`config.mk`:
```
export PLATFORM = sky130hd
export DESIGN_NAME = uart_tx_arbiter
export DESIGN_NICKNAME = d
export VERILOG_FILES = /design/src/rtl/uart_arb_pkg.sv /design/src/rtl/uart_tx_arbiter_rr_pick.sv /design/src/rtl/uart_tx_arbiter.sv
export SDC_FILE = /design/constraint.sdc
export NUM_CORES = 1
export LEC_CHECK = 0
export BUFFER_PORTS_ARGS = -buffer_cell sky130_fd_sc_hd__buf_2
export CAP_MARGIN = 20
export CORE_UTILIZATION = 44
export DETAILED_ROUTE_END_ITERATION = 8
export PLACE_DENSITY = 0.74
export SLEW_MARGIN = 20
export SYNTH_ARGS = -nofsm -noshare
export SYNTH_HDL_FRONTEND = slang
export SYNTH_SLANG_ARGS = --single-unit
```
`constraint.sdc`:
```
create_clock -name clk -period 2 [get_ports clk]
set_input_delay 0.3 -clock clk [delete_from_list [all_inputs] [get_ports clk]]
set_output_delay 0.3 -clock clk [all_outputs]
set_load 0.03 [all_outputs]
```
`src/rtl/uart_arb_pkg.sv`:
```
// Shared types and constants for the UART transmit arbiter.
package uart_arb_pkg;

  localparam int NREQ_DEF    = 4;
  localparam int TIMEOUT_DEF = 16;
  localparam int BYTE_W      = 8;

  typedef enum logic [1:0] {
    S_IDLE,
    S_START,
    S_WAIT_BUSY,
    S_WAIT_DONE
  } arb_state_t;

  function automatic logic [3:0] onehot4(input logic [1:0] idx);
    return 4'b0001 << idx;
  endfunction

endpackage

```
`src/rtl/uart_tx_arbiter_rr_pick.sv`:
```
// Round-robin selector: first active request at or after (last+1) mod 4, with wrap.
module rr_pick (
  input  logic [3:0] req,
  input  logic [1:0] last,
  output logic [1:0] sel,
  output logic       any
);

  logic [1:0] idx;

  // Walk from lowest to highest priority so the nearest requester after last wins.
  always_comb begin
    sel = 2'd0;
    idx = 2'd0;
    any = |req;
    for (int k = 4; k >= 1; k--) begin
      idx = last + k[1:0];
      if (req[idx]) sel = idx;
    end
  end

endmodule

```
`src/rtl/uart_tx_arbiter.sv`:
```
// Arbitrates four byte requesters onto one UART Tx serializer with
// round-robin priority and a busy-handshake timeout.
module uart_tx_arbiter
  import uart_arb_pkg::*;
#(
  parameter int NREQ    = NREQ_DEF,
  parameter int TIMEOUT = TIMEOUT_DEF
) (
  input  logic                   clk,
  input  logic                   reset,
  input  logic [NREQ-1:0]        req,
  input  logic [NREQ*BYTE_W-1:0] data_in,
  input  logic                   tx_busy,
  input  logic                   err_clr,
  output logic [NREQ-1:0]        grant,
  output logic [BYTE_W-1:0]      tx_data,
  output logic                   tx_start,
  output logic [1:0]             owner,
  output logic                   active,
  output logic                   err
);

  localparam logic [4:0] TO_LIM = 5'(TIMEOUT - 1);

  arb_state_t        state_q;
  logic [NREQ-1:0]   grant_q;
  logic [BYTE_W-1:0] tx_data_q;
  logic              tx_start_q;
  logic [1:0]        owner_q;
  logic [1:0]        last_q;
  logic              active_q;
  logic              err_q;
  logic [4:0]        cnt_q;

  logic [4:0]        cnt_d;
  logic [1:0]        sel_d;
  logic              any_d;
  logic [BYTE_W-1:0] pick_byte_d;

  rr_pick u_rr_pick (
    .req  (req),
    .last (last_q),
    .sel  (sel_d),
    .any  (any_d)
  );

  assign pick_byte_d = data_in[{sel_d, 3'b000} +: BYTE_W];
  assign cnt_d       = (cnt_q == 5'h1f) ? cnt_q : cnt_q + 5'd1;

  always_ff @(posedge clk) begin
    if (reset) begin
      state_q    <= S_IDLE;
      grant_q    <= '0;
      tx_start_q <= 1'b0;
      tx_data_q  <= '0;
      owner_q    <= 2'd0;
      last_q     <= 2'd3;
      active_q   <= 1'b0;
      err_q      <= 1'b0;
      cnt_q      <= 5'd0;
    end else begin
      grant_q    <= '0;
      tx_start_q <= 1'b0;
      // A timeout set below overrides this clear in the same cycle.
      if (err_clr) err_q <= 1'b0;
      case (state_q)
        S_IDLE: begin
          if (any_d && !tx_busy) begin
            tx_data_q  <= pick_byte_d;
            owner_q    <= sel_d;
            last_q     <= sel_d;
            grant_q    <= onehot4(sel_d);
            tx_start_q <= 1'b1;
            active_q   <= 1'b1;
            state_q    <= S_START;
          end
        end
        S_START: begin
          cnt_q   <= 5'd0;
          state_q <= S_WAIT_BUSY;
        end
        S_WAIT_BUSY: begin
          if (tx_busy) begin
            state_q <= S_WAIT_DONE;
          end else if (cnt_q >= TO_LIM) begin
            err_q    <= 1'b1;
            active_q <= 1'b0;
            state_q  <= S_IDLE;
          end else begin
            cnt_q <= cnt_d;
          end
        end
        S_WAIT_DONE: begin
          if (!tx_busy) begin
            active_q <= 1'b0;
            state_q  <= S_IDLE;
          end
        end
        default: begin
          active_q <= 1'b0;
          state_q  <= S_IDLE;
        end
      endcase
    end
  end

  assign grant    = grant_q;
  assign tx_data  = tx_data_q;
  assign tx_start = tx_start_q;
  assign owner    = owner_q;
  assign active   = active_q;
  assign err      = err_q;

endmodule

```
==> impl_metrics.csv, run 1 <==
group,metric,value,unit
run_status,status,"finished clean",
clock_tree,cts_tree,"built",
critical_path,worst-setup-path-type,"register to register",
finish,ff_latch_area,523,µm²
power_and_ir_drop,peakVddDrop,0.000771,V
power_and_ir_drop,switching_share,34.8,%
routing,met3_length,199,µm
routing,first_pass_iters,4,
timing,slew_headroom,55.2,%
critical_path,cp.arrival,2.14,ns
finish,multiInputGateArea,956,µm²
power_and_ir_drop,p_per_area,854,mW/mm²
global_routing,grt_pass1_wl,4.79,mm
critical_path,cp-end-kind,"register",
timing,worst_slew_pin_slew,0.670,ns
clock_tree,clockBufferDepth,2,
timing,finClkSkew,0.00545,ns
timing,max_freq,518,MHz
timing,drv_slew,0,
timing,setup_viol,0,
logic_synthesis,async_reset_ff_share,0,%
floorplanning,die_w,61.0,µm
critical_path,worst_r2r_path_depth,9,
placed_design,io_buffer_count,56,
critical_path,slowest_delay,0.37,ns
routing,highest_layer,"met4",
global_routing,grt_pass1_vias,1119,
hold_path,min_to,"err",
job,cap_violations,0,
finish,mostFrequentLayoutCell,"buf_2",
finish,final_cell_area,0.00194,mm²
logic_synthesis,synth_edf_count,0,
timing,finalHoldViolations,0,
logic_synthesis,syn-num-nets,206,
finish,final_util,58.3,%
global_routing,grt_util_all_layers,17.1,%
power_and_ir_drop,p_sw,578,µW
logic_synthesis,synth_top_area_share,34.0,%
floorplanning,dieArea,0.00372,mm²
hold_path,min_from,"err_clr",
floorplanning,start_util,45.9,%
routing,drcViolationCount,0,
hold_path,holdPathStages,4,
logic_synthesis,synthTopCellsByArea,"dfxtp_1, mux2i_1, ha_1",
finish,fin_nets,266,
clock_tree,clk_pin_slew,0.14,ns
finish,layout_common_cells,"buf_2, dfxtp_1, mux2i_1, nor2_1",
critical_path,cp_max_fo,5,
routing,drtIter0Drc,55,
timing,tns,0,ns
routing,vias,1334,
logic_synthesis,avgSynthCellArea,9.69,µm²
routing,route.met2.wl,1.52,mm
power_and_ir_drop,cellLeakagePower,0.909,nW
logic_synthesis,synth_seq_area_share,34.0,%
global_routing,grt_antenna_before_repair,0,
logic_synthesis,synth_ff_type,"dfxtp_1",
finish,num_antenna_cells,0,
timing,grt_setup_unrepaired,"yes",
critical_path,path_cells,"ha_4 > and3_4 > ha_4 > or2_4 > nor4b_4 > buf_4 > nor2_2 > mux2i_1 > nor2_1",
logic_synthesis,yosysUniqueCellTypes,40,
logic_synthesis,ys_warn_count,0,
floorplanning,num_rows,21,
power_and_ir_drop,p_comb_share,40.1,%
floorplanning,core_area,0.00334,mm²
routing,postRouteAntennaNets,0,
global_routing,grt_max_degree,23,
critical_path,cp_slowest_cell,"dfxtp_2",
power_and_ir_drop,power_frac_clock,21.8,%
finish,final_layout_size_suffix_gt1_share,43.3,%
floorplanning,io_pins,57,
finish,synthToLayoutAreaGrowth,27.0,%
logic_synthesis,netlist_instances,158,
power_and_ir_drop,seq_power_share,38.1,%
clock_tree,clock_latency,0.32,ns
critical_path,crit_top_cell,"ha_4",
routing,wire_per_inst,11.9,µm
critical_path,r2r_start,"cnt_q[0]",
placed_design,dp_hpwl,2.20,mm
routing,drt_wl_total,3.12,mm
floorplanning,die_y,61.0,µm
placed_design,post_dp_cell_area,0.00185,mm²
timing,finalCriticalPeriod,1.93,ns
placed_design,gp_routability_congestion,0.813,
clock_tree,numCtsBuffers,3,
global_routing,grt_overflow,0,
critical_path,critPathLaunchType,"register",
hold_path,hold_path_class,"input pin to register",
clock_tree,h-tree-depth,1,
logic_synthesis,syn_area,0.00153,mm²
critical_path,r2r_slack,0.07,ns
routing,wl_met1,1.39,mm
clock_tree,hold_buffers,0,
timing,fin_crit_sh,96.5,%
clock_tree,cts_root_buffer,"clkbuf_4",
critical_path,required,2.22,ns
logic_synthesis,ys_ff_latch,26,
clock_tree,cts_sinks,26,
power_and_ir_drop,p_int,1.08,mW
critical_path,reg2reg_to,"cnt_q[0]",
routing,via_per_inst,5.07,
logic_synthesis,synth_area_leader_cell,"dfxtp_1",
finish,fillers,322,
==> stage by stage <==
step                      setup slack (ns)  instances  power [mW]  hold slack (ns)
after floorplan                     0.0471        158        1.16            0.475
after global placement              0.0436        258        1.30            0.461
after detailed placement          -0.00962        258        1.31            0.471
after CTS                         0.000350        262        1.67            0.276
after global routing               -0.0335        263        1.77            0.290
final                               0.0710        263        1.66            0.276
==> layout make-up <==
| type | instances | area share (%) |
|---|---|---|
| sequential | 26 | 26.9 |
| clock buffer | 3 | 1.16 |
| timing repair buffer | 62 | 16.7 |
| inverter | 8 | 1.54 |
| multi-input combinational | 117 | 49.2 |
| clock inverter | 1 | 1.54 |
| tap | 46 | 2.96 |
==> timing repair <==
item,in CTS,in global routing
setup endpoints to repair,4,4
resized for setup,2,7
pin swaps,1,1
setup buffers,0,1
==> worst max-delay path: cells and delay by family (launching register included) <==
family                     cells  cell delay [ns]
adders and majority gates      2             0.32
muxes                          1             0.14
buffers and inverters          1             0.19
and+or+nand+nor                5             0.80
DFF                            1             0.37
==> worst max path at each step <==
stage | cells past startpoint | startpoint | endpoint | slack [ns]
after floorplan | 8 | cnt_q[0] | cnt_q[2] | 0.05
after global placement | 9 | cnt_q[0] | cnt_q[0] | 0.04
after detailed placement | 9 | cnt_q[0] | cnt_q[0] | -0.01
after CTS | 9 | cnt_q[0] | cnt_q[0] | 0.0004
after global routing | 9 | cnt_q[0] | cnt_q[0] | -0.03
final | 9 | cnt_q[0] | cnt_q[0] | 0.07
==> cells in the mapped netlist (2+ instances only) <==
| cell | count |
|---|---|
| a21oi_1 | 7 |
| nor2_1 | 14 |
| or2_2 | 2 |
| a31oi_1 | 3 |
| o21ai_2 | 6 |
| nand3b_1 | 8 |
| inv_1 | 8 |
| buf_6 | 2 |
| o21ai_0 | 3 |
| nor3_1 | 5 |
| ha_1 | 8 |
| mux2i_1 | 18 |
| dfxtp_1 | 26 |
| clkbuf_1 | 2 |
| o21ai_1 | 4 |
| mux2_4 | 2 |
| nand2_1 | 5 |
| buf_4 | 2 |
| and3_1 | 2 |
| mux2_2 | 6 |
| nor2b_1 | 4 |
| nand4_1 | 3 |
==> metal layers <==
metal,GRT usage [%],vias to the layer above
li1,-,690
met2,30.0,44
met4,2.92,0
met3,4.48,2
met5,0,-
met1,21.3,598
==> registers in the layout (all words and copies together), names as in the netlist <==
signal	cells
tx_start	1
owner	2
state_q	2
last_q	2
tx_data	8
active	1
grant	4
cnt_q	5
err	1
==> cell families (layout without fill, tap and decap cells) <==
family,count (synthesis),count (layout),share of synthesized area (%)
and+or+nand+nor,51,51,20.0
buffers and inverters,15,74,5.88
AOI/OAI and AO/OA,31,31,14.9
muxes,26,26,18.1
DFF,26,26,34.0
xor gates and xnor gates,1,1,0.572
adders and majority gates,8,8,6.54
==> power by group through the flow <==
stage	Combinational (mW)	Sequential (mW)	Clock, mW
after floorplan	0.425	0.739	0
after global placement	0.657	0.642	0
after detailed placement	0.663	0.644	0
after CTS	0.666	0.632	0.372
after global routing	0.739	0.644	0.390
final	0.665	0.633	0.362
Power figures use the tool's default switching activity.
==> run 2: changes to the inputs <==
- SETUP_SLACK_MARGIN: not set -> 0.5
- TNS_END_PERCENT: not set -> 10
==> impl_metrics.csv, run 2 (synthesis results as in run 1) <==
group,metric,value,unit
critical_path,worst_r2r_path_depth,9,
routing,first_pass_iters,4,
placed_design,dp_hpwl,2.30,mm
job,cap_violations,0,
global_routing,grt_antenna_before_repair,0,
critical_path,r2r_slack,0.14,ns
critical_path,cp_slowest_cell,"dfxtp_2",
clock_tree,cts_sinks,26,
critical_path,worst-setup-path-type,"register to register",
critical_path,crit_top_cell,"ha_4",
clock_tree,clk_pin_slew,0.14,ns
finish,mostFrequentLayoutCell,"buf_2",
clock_tree,h-tree-depth,1,
clock_tree,clockBufferDepth,2,
global_routing,grt_overflow,0,
critical_path,path_buf_inv,1,
global_routing,grt_pass1_vias,1178,
critical_path,crit_path_end,"cnt_q[0]",
finish,num_antenna_cells,0,
routing,vias,1322,
power_and_ir_drop,cellLeakagePower,0.914,nW
hold_path,hold_path_class,"input pin to register",
placed_design,post_dp_cell_area,0.00184,mm²
finish,fin_nets,267,
timing,grt_setup_unrepaired,"yes",
placed_design,dp_cells,255,
floorplanning,dieArea,0.00372,mm²
finish,synthToLayoutAreaGrowth,28.3,%
critical_path,path_cells,"ha_4 > and3_4 > ha_4 > or2_4 > nor4b_4 > buf_4 > nor2_2 > mux2i_1 > nor2_1",
critical_path,crit_family,"simple AND/OR/NAND/NOR gates",
finish,final_util,58.9,%
routing,drtIter0Drc,44,
critical_path,required,2.22,ns
critical_path,r2r_start,"cnt_q[1]",
clock_tree,cts_root_buffer,"clkbuf_4",
clock_tree,clock_latency,0.32,ns
timing,fin_crit_sh,93.0,%
floorplanning,die_y,61.0,µm
critical_path,cp.arrival,2.08,ns
power_and_ir_drop,peakVddDrop,0.000606,V
timing,drv_slew,0,
routing,drt_wl_total,3.26,mm
finish,largest_register_ffs,8,
floorplanning,start_util,45.9,%
floorplanning,core_area,0.00334,mm²
timing,finalHoldViolations,0,
finish,layout.cells.non_filler,264,
placed_design,io_buffer_count,56,
timing,max_freq,538,MHz
clock_tree,cts_tree,"built",
routing,wire_per_inst,12.4,µm
floorplanning,num_rows,21,
global_routing,grt_util_all_layers,17.4,%
timing,worst_slew_pin_slew,0.683,ns
floorplanning,die_w,61.0,µm
floorplanning,io_pins,57,
critical_path,crit_start,"cnt_q[1]",
timing,tns,0,ns
routing,drcViolationCount,0,
critical_path,cp_max_fo,5,
timing,hold_slack,0.260,ns
finish,final_layout_size_suffix_gt1_share,44.5,%
power_and_ir_drop,p_per_area,849,mW/mm²
critical_path,critPathLaunchType,"register",
global_routing,grt_pass1_wl,4.89,mm
routing,via_per_inst,5.01,
critical_path,slowest_delay,0.37,ns
timing,setup_viol,0,
critical_path,cp-end-kind,"register",
run_status,status,"finished clean",
placed_design,gp_routability_congestion,0.803,
finish,final_cell_area,0.00196,mm²
timing,finClkSkew,0.00500,ns
global_routing,grt_max_degree,23,
timing,slew_headroom,54.3,%
clock_tree,hold_buffers,0,
clock_tree,numCtsBuffers,3,
routing,postRouteAntennaNets,0,
timing,finalCriticalPeriod,1.86,ns
critical_path,worstSetupPathDepth,9,
critical_path,reg2reg_to,"cnt_q[0]",
finish,layout_common_cells,"buf_2, dfxtp_1, mux2i_1, nor2_1",
-- run 2: changes by cell type in the layout (fill, tap and decap cells not counted) --
| cell | change |
|---|---|
| a41oi_1 | -1 |
| a41oi_2 | +1 |
| buf_4 | +1 |
| nor3_1 | -1 |
| nor3_2 | +1 |
-- run 2: worst min path at each step --
stage / start / to / cells after the start
floorplan: reset / tx_data[7] / 2
global placement: tx_data[7] / tx_data[7] / 2
detailed placement: tx_data[0] / tx_data[0] / 2
CTS: err_clr / err / 4
global route: err_clr / err / 4
finish: err_clr / err / 4
-- run 2: power by group --
part           leakage (nW)  internal [mW]  switching [mW]
clock network        0.0279          0.203           0.158
logic                 0.673          0.291           0.383
registers             0.213          0.589          0.0442
total                 0.914           1.08           0.585
-- run 2: layer usage --
| metal | GRT usage (%) | vias to the layer above | routed length (µm) |
|---|---|---|---|
| met2 | 32.5 | 43 | 1580 |
| met4 | 2.92 | 0 | 17 |
| met1 | 20.6 | 589 | 1480 |
| met3 | 3.84 | 2 | 195 |
| met5 | 0 | - | 0 |
| li1 | - | 688 | - |
-- run 2: cell type report --
class | count | area, µm²
Inverter | 8 | 30.0
Sequential cell | 26 | 523
Tap cell | 46 | 57.6
Multi-Input combinational cell | 117 | 968
Fill cell | 311 | 1370
Clock buffer | 3 | 22.5
Timing Repair Buffer | 63 | 333
Clock inverter | 1 | 30.0
-- run 2: repair_timing --
action	in CTS	in global routing
setup endpoints to repair	25	25
pin swaps	3	1
gates resized for setup	3	3
buffers inserted	5	0
-- run 2: worst min-delay path: stages --
cell     delay, ns
buf_2         0.09
inv_1         0.04
a21oi_1       0.05
nor2_1        0.07
-- run 2: through the flow --
stage / total power [mW] / setup WS (ns)
after CTS: 1.67 / 0.116
after global routing: 1.77 / 0.0505
final: 1.67 / 0.141
after detailed placement: 1.31 / 0.0863
after floorplan: 1.17 / 0.214
after global placement: 1.30 / 0.144
==> run 3: changes to the inputs <==
- CORE_UTILIZATION: 44 -> 50
- PLACE_DENSITY: 0.74 -> 0.8
- clock period: 2 -> 2.29 ns (I/O delays scaled with it)
==> impl_metrics.csv, run 3 (synthesis results as in run 1) <==
group,metric,value,unit
finish,layout_common_cells,"buf_2, dfxtp_1, mux2i_1, nor2_1",
hold_path,hold_path_class,"input pin to register",
floorplanning,die_w,57.3,µm
timing,hold_slack,0.331,ns
critical_path,cp-end-kind,"register",
critical_path,worst_r2r_path_depth,9,
power_and_ir_drop,p_per_area,753,mW/mm²
finish,layout.cells.non_filler,247,
timing,worst_slew_pin_slew,0.718,ns
clock_tree,cts_tree,"built",
global_routing,grt_max_degree,23,
finish,fin_nets,265,
power_and_ir_drop,peakVddDrop,0.000395,V
finish,mostFrequentLayoutCell,"buf_2",
floorplanning,dieArea,0.00329,mm²
routing,wire_per_inst,13.6,µm
floorplanning,num_rows,19,
critical_path,reg2reg_to,"cnt_q[0]",
placed_design,dp_hpwl,2.53,mm
timing,finalCriticalPeriod,1.88,ns
floorplanning,die_y,57.3,µm
global_routing,grt_pass1_wl,5.42,mm
timing,setup_slack,0.410,ns
routing,vias,1364,
timing,drv_slew,0,
floorplanning,io_pins,57,
routing,first_pass_iters,6,
finish,final_layout_size_suffix_gt1_share,43.1,%
placed_design,gp_routability_congestion,0.838,
placed_design,preCtsSetupSlack,0.383,ns
global_routing,grt_pass1_vias,1330,
timing,grt_setup_unrepaired,"yes",
power_and_ir_drop,cellLeakagePower,0.900,nW
critical_path,crit_start,"cnt_q[1]",
timing,finalHoldViolations,0,
critical_path,r2r_slack,0.41,ns
finish,synthToLayoutAreaGrowth,25.4,%
clock_tree,clock_latency,0.31,ns
clock_tree,h-tree-depth,1,
run_status,status,"finished, violations left",
floorplanning,start_util,54.1,%
clock_tree,clk_pin_slew,0.14,ns
critical_path,crit_path_end,"cnt_q[0]",
placed_design,dp_cells,239,
critical_path,critPathLaunchType,"register",
global_routing,grt_util_all_layers,21.0,%
job,cap_violations,0,
placed_design,io_buffer_count,56,
clock_tree,numCtsBuffers,3,
global_routing,grt_antenna_before_repair,0,
clock_tree,cts_sinks,26,
global_routing,grt_overflow,0,
critical_path,cp.arrival,2.09,ns
clock_tree,hold_buffers,0,
critical_path,r2r_start,"cnt_q[1]",
critical_path,worst-setup-path-type,"register to register",
routing,postRouteAntennaNets,0,
critical_path,required,2.50,ns
timing,fin_crit_sh,82.1,%
finish,largest_register_ffs,8,
routing,drt_wl_total,3.37,mm
routing,drcViolationCount,7,
finish,final_util,67.9,%
timing,setup_viol,0,
routing,drtIter0Drc,38,
timing,finClkSkew,0.00228,ns
critical_path,cp_max_fo,5,
timing,tns,0,ns
routing,via_per_inst,5.52,
clock_tree,clockBufferDepth,2,
clock_tree,cts_root_buffer,"clkbuf_4",
run_status,violations,"DRC",
timing,max_freq,532,MHz
finish,num_antenna_cells,0,
timing,slew_headroom,52.0,%
floorplanning,core_area,0.00283,mm²
-- run 3: worst min-delay path by stage --
| stage | endpoint | from | cells after the start | slack (ns) |
|---|---|---|---|---|
| 5_1_grt | err | err_clr | 4 | 0.35 |
| 3_5_place_dp | tx_data[1] | tx_data[1] | 2 | 0.47 |
| 4_1_cts | err | err_clr | 4 | 0.33 |
| 3_3_place_gp | tx_data[1] | tx_data[1] | 2 | 0.46 |
| 6_report | err | err_clr | 4 | 0.33 |
| 2_1_floorplan | state_q[1] | state_q[1] | 2 | 0.48 |
-- run 3: what timing repair did --
action / in CTS / in global routing
setup endpoints to repair: 4 / 12
setup buffers: 3 / 1
resized for setup: 3 / 2
pin swaps: 1 / 2
-- run 3: through the flow --
step                      total power [mW]  cell area (µm²)
final                                 1.45             1920
after global routing                  1.53             1920
after CTS                             1.45             1910
after detailed placement              1.14             1810
after global placement                1.12             1810
after floorplan                       1.02             1550
-- run 3: area by class of cell --
type	instances	area [µm²]
well taps	31	38.8
fillers	221	908
multi-input cells	117	956
flip-flops and latches	26	526
repair buffers	61	318
inverters	8	30.0
clock inverters	1	30.0
clock buffers	3	22.5
-- run 3: critical path, cell delays in order (launching register included) --
cell and delay [ns]:
dfxtp_4 0.38, ha_4 0.15, and3_4 0.18, ha_4 0.15, or2_4 0.23, nor4b_4 0.24
buf_4 0.18, nor2_1 0.04, mux2i_1 0.15, nor2_1 0.06
-- run 3: routing by layer --
metal  routed length, µm  vias to the layer above  GRT usage (%)
met4                  31                        0           6.97
met1                1340                      641           22.4
li1                    -                      683              -
met5                   0                        -              0
met2                1820                       36           41.9
met3                 177                        4           2.27
-- run 3: report_power, final --
part	switching [mW]	internal, mW	leakage (nW)
clock	0.130	0.177	0.0279
combinational	0.336	0.250	0.659
sequential	0.0403	0.513	0.214
total	0.506	0.940	0.900
